<file path="src/rtl/alu_control_seq.sv">
// EX-stage ALU control: registered ALUOp/funct decode with a busy counter that
// sequences multi-cycle MUL/DIV and stalls the ID/EX stage while they run.
module alu_control_seq #(
   parameter int FUNCT_W    = 6,
   parameter int CTL_W      = 4,
   parameter int MUL_CYCLES = 4,
   parameter int DIV_CYCLES = 16,
   parameter int CNT_W      = 5
) (
   input  logic               clock,
   input  logic               reset_n,
   input  logic               valid_in,
   input  logic [1:0]         alu_op,
   input  logic [FUNCT_W-1:0] funct,
   input  logic               flush,
   output logic [CTL_W-1:0]   ctl_out,
   output logic               ctl_valid,
   output logic               busy,
   output logic               done,
   output logic               illegal
);

   typedef enum logic {IDLE, MULTI} state_t;

   typedef struct packed {
      logic [3:0] code;
      logic       ill;
      logic       is_mul;
      logic       is_div;
   } dec_t;

   localparam logic [3:0] C_AND = 4'h0, C_OR  = 4'h1, C_ADD = 4'h2, C_XOR = 4'h3,
                          C_SUB = 4'h6, C_SLT = 4'h7, C_SLL = 4'h8, C_SRL = 4'h9,
                          C_MUL = 4'hC, C_DIV = 4'hD, C_NOP = 4'hF;

   state_t             r_state;
   logic [CNT_W-1:0]   r_cnt;
   dec_t               w_dec;
   logic [FUNCT_W-1:0] w_hi;
   logic [5:0]         w_lo;

   // Shift instead of slicing so FUNCT_W == 6 still elaborates cleanly.
   assign w_hi = funct >> 6;
   assign w_lo = funct[5:0];

   always_comb begin
      w_dec = '{code: C_NOP, ill: 1'b0, is_mul: 1'b0, is_div: 1'b0};
      case (alu_op)
         2'b00: w_dec.code = C_ADD;
         2'b01: w_dec.code = C_SUB;
         2'b11: w_dec.code = C_OR;
         default: begin
            if (|w_hi) begin
               w_dec.ill = 1'b1;
            end else begin
               case (w_lo)
                  6'b100000: w_dec.code = C_ADD;
                  6'b100010: w_dec.code = C_SUB;
                  6'b100100: w_dec.code = C_AND;
                  6'b100101: w_dec.code = C_OR;
                  6'b100110: w_dec.code = C_XOR;
                  6'b101010: w_dec.code = C_SLT;
                  6'b000000: w_dec.code = C_SLL;
                  6'b000010: w_dec.code = C_SRL;
                  6'b011000: begin w_dec.code = C_MUL; w_dec.is_mul = 1'b1; end
                  6'b011010: begin w_dec.code = C_DIV; w_dec.is_div = 1'b1; end
                  default:   w_dec.ill = 1'b1;
               endcase
            end
         end
      endcase
   end

   always_ff @(posedge clock or negedge reset_n) begin
      if (!reset_n) begin
         r_state   <= IDLE;
         r_cnt     <= '0;
         ctl_out   <= '0;
         ctl_valid <= 1'b0;
         busy      <= 1'b0;
         done      <= 1'b0;
         illegal   <= 1'b0;
      end else begin
         ctl_valid <= 1'b0;
         done      <= 1'b0;
         illegal   <= 1'b0;
         if (flush) begin
            // Flush wins over any accept or completion; no done pulse.
            r_state <= IDLE;
            r_cnt   <= '0;
            busy    <= 1'b0;
            ctl_out <= CTL_W'(C_NOP);
         end else begin
            case (r_state)
               IDLE: begin
                  if (valid_in) begin
                     ctl_out   <= CTL_W'(w_dec.code);
                     ctl_valid <= 1'b1;
                     illegal   <= w_dec.ill;
                     if (w_dec.is_mul || w_dec.is_div) begin
                        r_cnt   <= w_dec.is_mul ? CNT_W'(MUL_CYCLES - 1) : CNT_W'(DIV_CYCLES - 1);
                        busy    <= 1'b1;
                        r_state <= MULTI;
                     end
                  end
               end
               MULTI: begin
                  // Counter loaded with N-1 plus the terminal edge gives N busy cycles.
                  if (r_cnt == '0) begin
                     busy    <= 1'b0;
                     done    <= 1'b1;
                     r_state <= IDLE;
                  end else begin
                     r_cnt <= r_cnt - CNT_W'(1);
                  end
               end
               default: r_state <= IDLE;
            endcase
         end
      end
   end

endmodule
</file>
<file path="config.mk">
export PLATFORM = sky130hd
export DESIGN_NAME = alu_control_seq
export DESIGN_NICKNAME = d
export VERILOG_FILES = /design/src/rtl/alu_control_seq.sv
export SDC_FILE = /design/constraint.sdc
export NUM_CORES = 1
export LEC_CHECK = 0
export CAP_MARGIN = 10
export CORE_UTILIZATION = 43
export DETAILED_ROUTE_END_ITERATION = 7
export GPL_TIMING_DRIVEN = 0
export PLACE_DENSITY = 0.73
export SLEW_MARGIN = 20
export SYNTH_ARGS = -nofsm -noshare
export SYNTH_HDL_FRONTEND = slang
export SYNTH_SLANG_ARGS = --single-unit
</file>
<file path="constraint.sdc">
create_clock -name clock -period 1.6 [get_ports clock]
set_input_delay 0.48 -clock clock [delete_from_list [all_inputs] [get_ports clock]]
set_output_delay 0.48 -clock clock [all_outputs]
set_load 0.02 [all_outputs]
</file>
==> flow_summary.json <==
{
  "syn2layout_area_growth_pct": 47.5,
  "cts_max_level": 1,
  "fin_tns_setup_ns": -0.395,
  "ant_nets": 0,
  "seqPwrFrac": 0.466,
  "endpoint": "r_cnt[3]",
  "via_per_inst": 5.68,
  "synth_enable_flop_cells": 0,
  "rows": 15,
  "outcome": "finished with violations",
  "gr-total-overflow": 0,
  "die_area_um2": 2200,
  "grt.met2_usage": 0.356,
  "root_buffer": "clkbuf_4",
  "p_sw_uw": 219,
  "setup_slack_ns": -0.140,
  "post_route_cells_drive_above_1_share": 0.369,
  "combPwrFrac": 0.197,
  "cts_made_buffers": 3,
  "grt_pass1_vias": 748,
  "port_buffers": 18,
  "r2r_end": "r_cnt[3]",
  "grt_max_degree": 15,
  "failed_checks": "negative setup slack",
  "netlist_area_um2": 866,
  "globalRouteMet1Util": 0.295,
  "synthArstFlopShare": 1.00,
  "setup_violations": 5,
  "die_h_um": 46.9,
  "dp_hpwl_mm": 1.52,
  "rr_startpoint": "r_cnt[0]",
  "sw_frac_of_total": 0.278,
  "syn_inst": 90,
  "wirelength_mm": 2.12,
  "path_max_fanout": 2,
  "crit_arrival_ns": 1.92,
  "pwr_density_cell_nw_per_um2": 617,
  "top_usage_layer": "met2",
  "syn-num-nets": 104,
  "yosys.area_share.simple": 0.260,
  "power.internal_uw": 570,
  "finClkSkew_ns": 0.00483,
  "fin_area_um2": 1280,
  "hold_viol": 0,
  "drt-initial-drc-count": 9,
  "synth_warnings": 0,
  "initial_core_util": 0.481,
  "yosys.area_share.adder": 0.0289,
  "synth_flop_cell": "dfrtp_1",
  "synth_xor_area_frac": 0.0405,
  "rsz0062_at_grt": "yes",
  "clk_pin_slew_worst_paths_ns": 0.09,
  "crit_type": "reg -> reg",
  "cp-end-kind": "flip-flop",
  "grt_usage": 0.220,
  "synthMuxAreaShare": 0.0130,
  "cp-start-kind": "flip-flop",
  "p_leak_uw": 0.000570,
  "route.detailed.drc": 0,
  "num_vias": 835,
  "r2r_slack_ns": -0.14,
  "max-clock-path-buffers": 2,
  "antennaDiodeCount": 0,
  "ir_drop_uv": 446,
  "max_cap_violations": 0,
  "ios": 20,
  "seq_area_frac_synth": 0.405,
  "antenna_found_initial": 0,
  "nNetsFinal": 137,
  "synth_compound_area_frac": 0.211,
  "tightest_slew_ns": 0.631,
  "place_ws_ns": -0.716,
  "die_x_um": 46.9,
  "slew_viol_final": 0,
  "period_needed_ns": 1.74,
  "grtUsageMet3": 0.0231,
  "synth-seq-cells": 14,
  "syn_avg_cell_area_um2": 9.62,
  "wl_per_cell_um": 14.4,
  "dpl-instance-area_um2": 1110,
  "synth.distinct_cells": 42,
  "firstDrtPassIters": 4,
  "startpoint": "r_cnt[0]",
  "gp_congestion": 0.817,
  "fmax_mhz": 575,
  "cts_sinks": 14,
  "fin_crit_sh": 1.09,
  "coreArea_um2": 1800,
  "clockPowerShare": 0.337,
  "maxSlewHeadroom": 0.578,
  "cts_tree": "done",
  "clock_latency_ns": 0.29,
  "grt_pass1_wl_mm": 3.41,
  "synth_top_family_by_area": "simple AND/OR/NAND/NOR gates",
  "critical_path_required_ns": 1.78,
  "p_total_uw": 789,
  "hp-class": "reg -> reg",
  "r2r_cells": 6
}
## through the flow
step | hold WS [ns] | instances | util
floorplan | 0.184 | 90 | -
global placement | 0.481 | 133 | 0.615
detailed placement | 0.494 | 133 | 0.615
CTS | 0.510 | 145 | 0.699
global route | 0.522 | 147 | 0.709
finish | 0.501 | 147 | 0.709
## logic make-up (layout without fill, tap and decap cells)
kind of cell             count (synthesis)  in the layout
AND/OR/NAND/NOR                         38             38
AO/OA/AOI/OAI                           22             22
flip-flops                              14             14
buffers and inverters                    9             41
XOR/XNOR                                 4              4
adder cells (fa/ha/maj)                  2              2
multiplexers                             1              1
## power by group through the flow
| stage | Clock, uW | Combinational (uW) | Sequential, uW |
|---|---|---|---|
| after floorplan | 0 | 64.7 | 386 |
| after global placement | 0 | 147 | 374 |
| after detailed placement | 0 | 148 | 375 |
| after CTS | 262 | 154 | 368 |
| after global routing | 277 | 169 | 369 |
| final | 266 | 155 | 367 |
## cell type report
class,instances,area (um^2)
Clock buffer,4,36.3
Inverter,5,18.8
Tap cell,25,31.3
Multi-Input combinational cell,67,571
Sequential cell,14,350
Fill cell,139,524
Buffer,3,23.8
Timing Repair Buffer,29,246
## registers in the layout, summed over array words and instances (netlist names)
register	cells
ctl_valid	1
r_cnt	5
busy	1
r_state	1
ctl_out	4
illegal	1
done	1
## synth_stat cells, drive strengths merged, types with 2 or more instances
cell type / count / share of area
a21oi: 2 / 0.012
a21o: 2 / 0.017
xnor2: 2 / 0.020
or3: 2 / 0.014
inv: 5 / 0.022
nor2b: 2 / 0.014
clkbuf: 2 / 0.0087
nor2: 10 / 0.043
nor4: 2 / 0.022
dfrtp: 14 / 0.40
buf: 2 / 0.012
nor3b: 2 / 0.017
nand2: 5 / 0.022
o211a: 3 / 0.035
nor4b: 2 / 0.020
o21ai: 2 / 0.012
nand2b: 2 / 0.014
xor2: 2 / 0.020
nor3: 3 / 0.017
o31ai: 2 / 0.017
or2: 2 / 0.014
ha: 2 / 0.029
## layer usage
layer  part of all wire  wire length, um  vias to the layer above
li1                   -                -                      405
met2               0.48             1010                       26
met5                  0                0                        -
met1               0.47              989                      400
met3              0.040               85                        4
met4              0.017               36                        0
## worst min-delay path by stage
stage / depth (start not counted) / slack (ns) / start / to
finish: 1 / 0.50 / ctl_out[2] / ctl_out[2]
global route: 1 / 0.52 / ctl_out[2] / ctl_out[2]
CTS: 1 / 0.51 / ctl_out[2] / ctl_out[2]
detailed placement: 1 / 0.49 / ctl_out[2] / ctl_out[2]
global placement: 1 / 0.48 / ctl_out[2] / ctl_out[2]
floorplan: 0 / 0.18 / reset_n / busy
## critical path, cell delays in order (launching register included)
cell and delay, ns:
dfrtp_1 0.40, inv_2 0.06, ha_1 0.13, or4b_4 0.45
and2_4 0.16, or2_4 0.22, o211a_1 0.21
## timing repair
action | CTS | global route
cloned | 0 | 0
resized for setup | 39 | 6
pin swaps | 7 | 5
hold buffers | 0 | 0
setup buffers | 9 | 2
setup endpoints to repair | 20 | 10
## cell usage in the layout (no fill, tap or decap), types with 2 or more instances in the layout
cell and count:
dfrtp_1 14, buf_4 11, dlygate4sd2_1 10, nor2_1 8
nand2_1 4, inv_1 3, o211a_1 3, nor3_1 3
clkbuf_4 3, clkdlybuf4s50_1 3, inv_2 2, buf_6 2
nor2b_1 2, nor3b_1 2, a21o_1 2, a21oi_2 2
xor2_1 2, o21ai_0 2, xnor2_1 2, ha_1 2
buf_2 2, clkdlybuf4s15_2 2
Note: power is estimated with default switching activity, not from simulation.
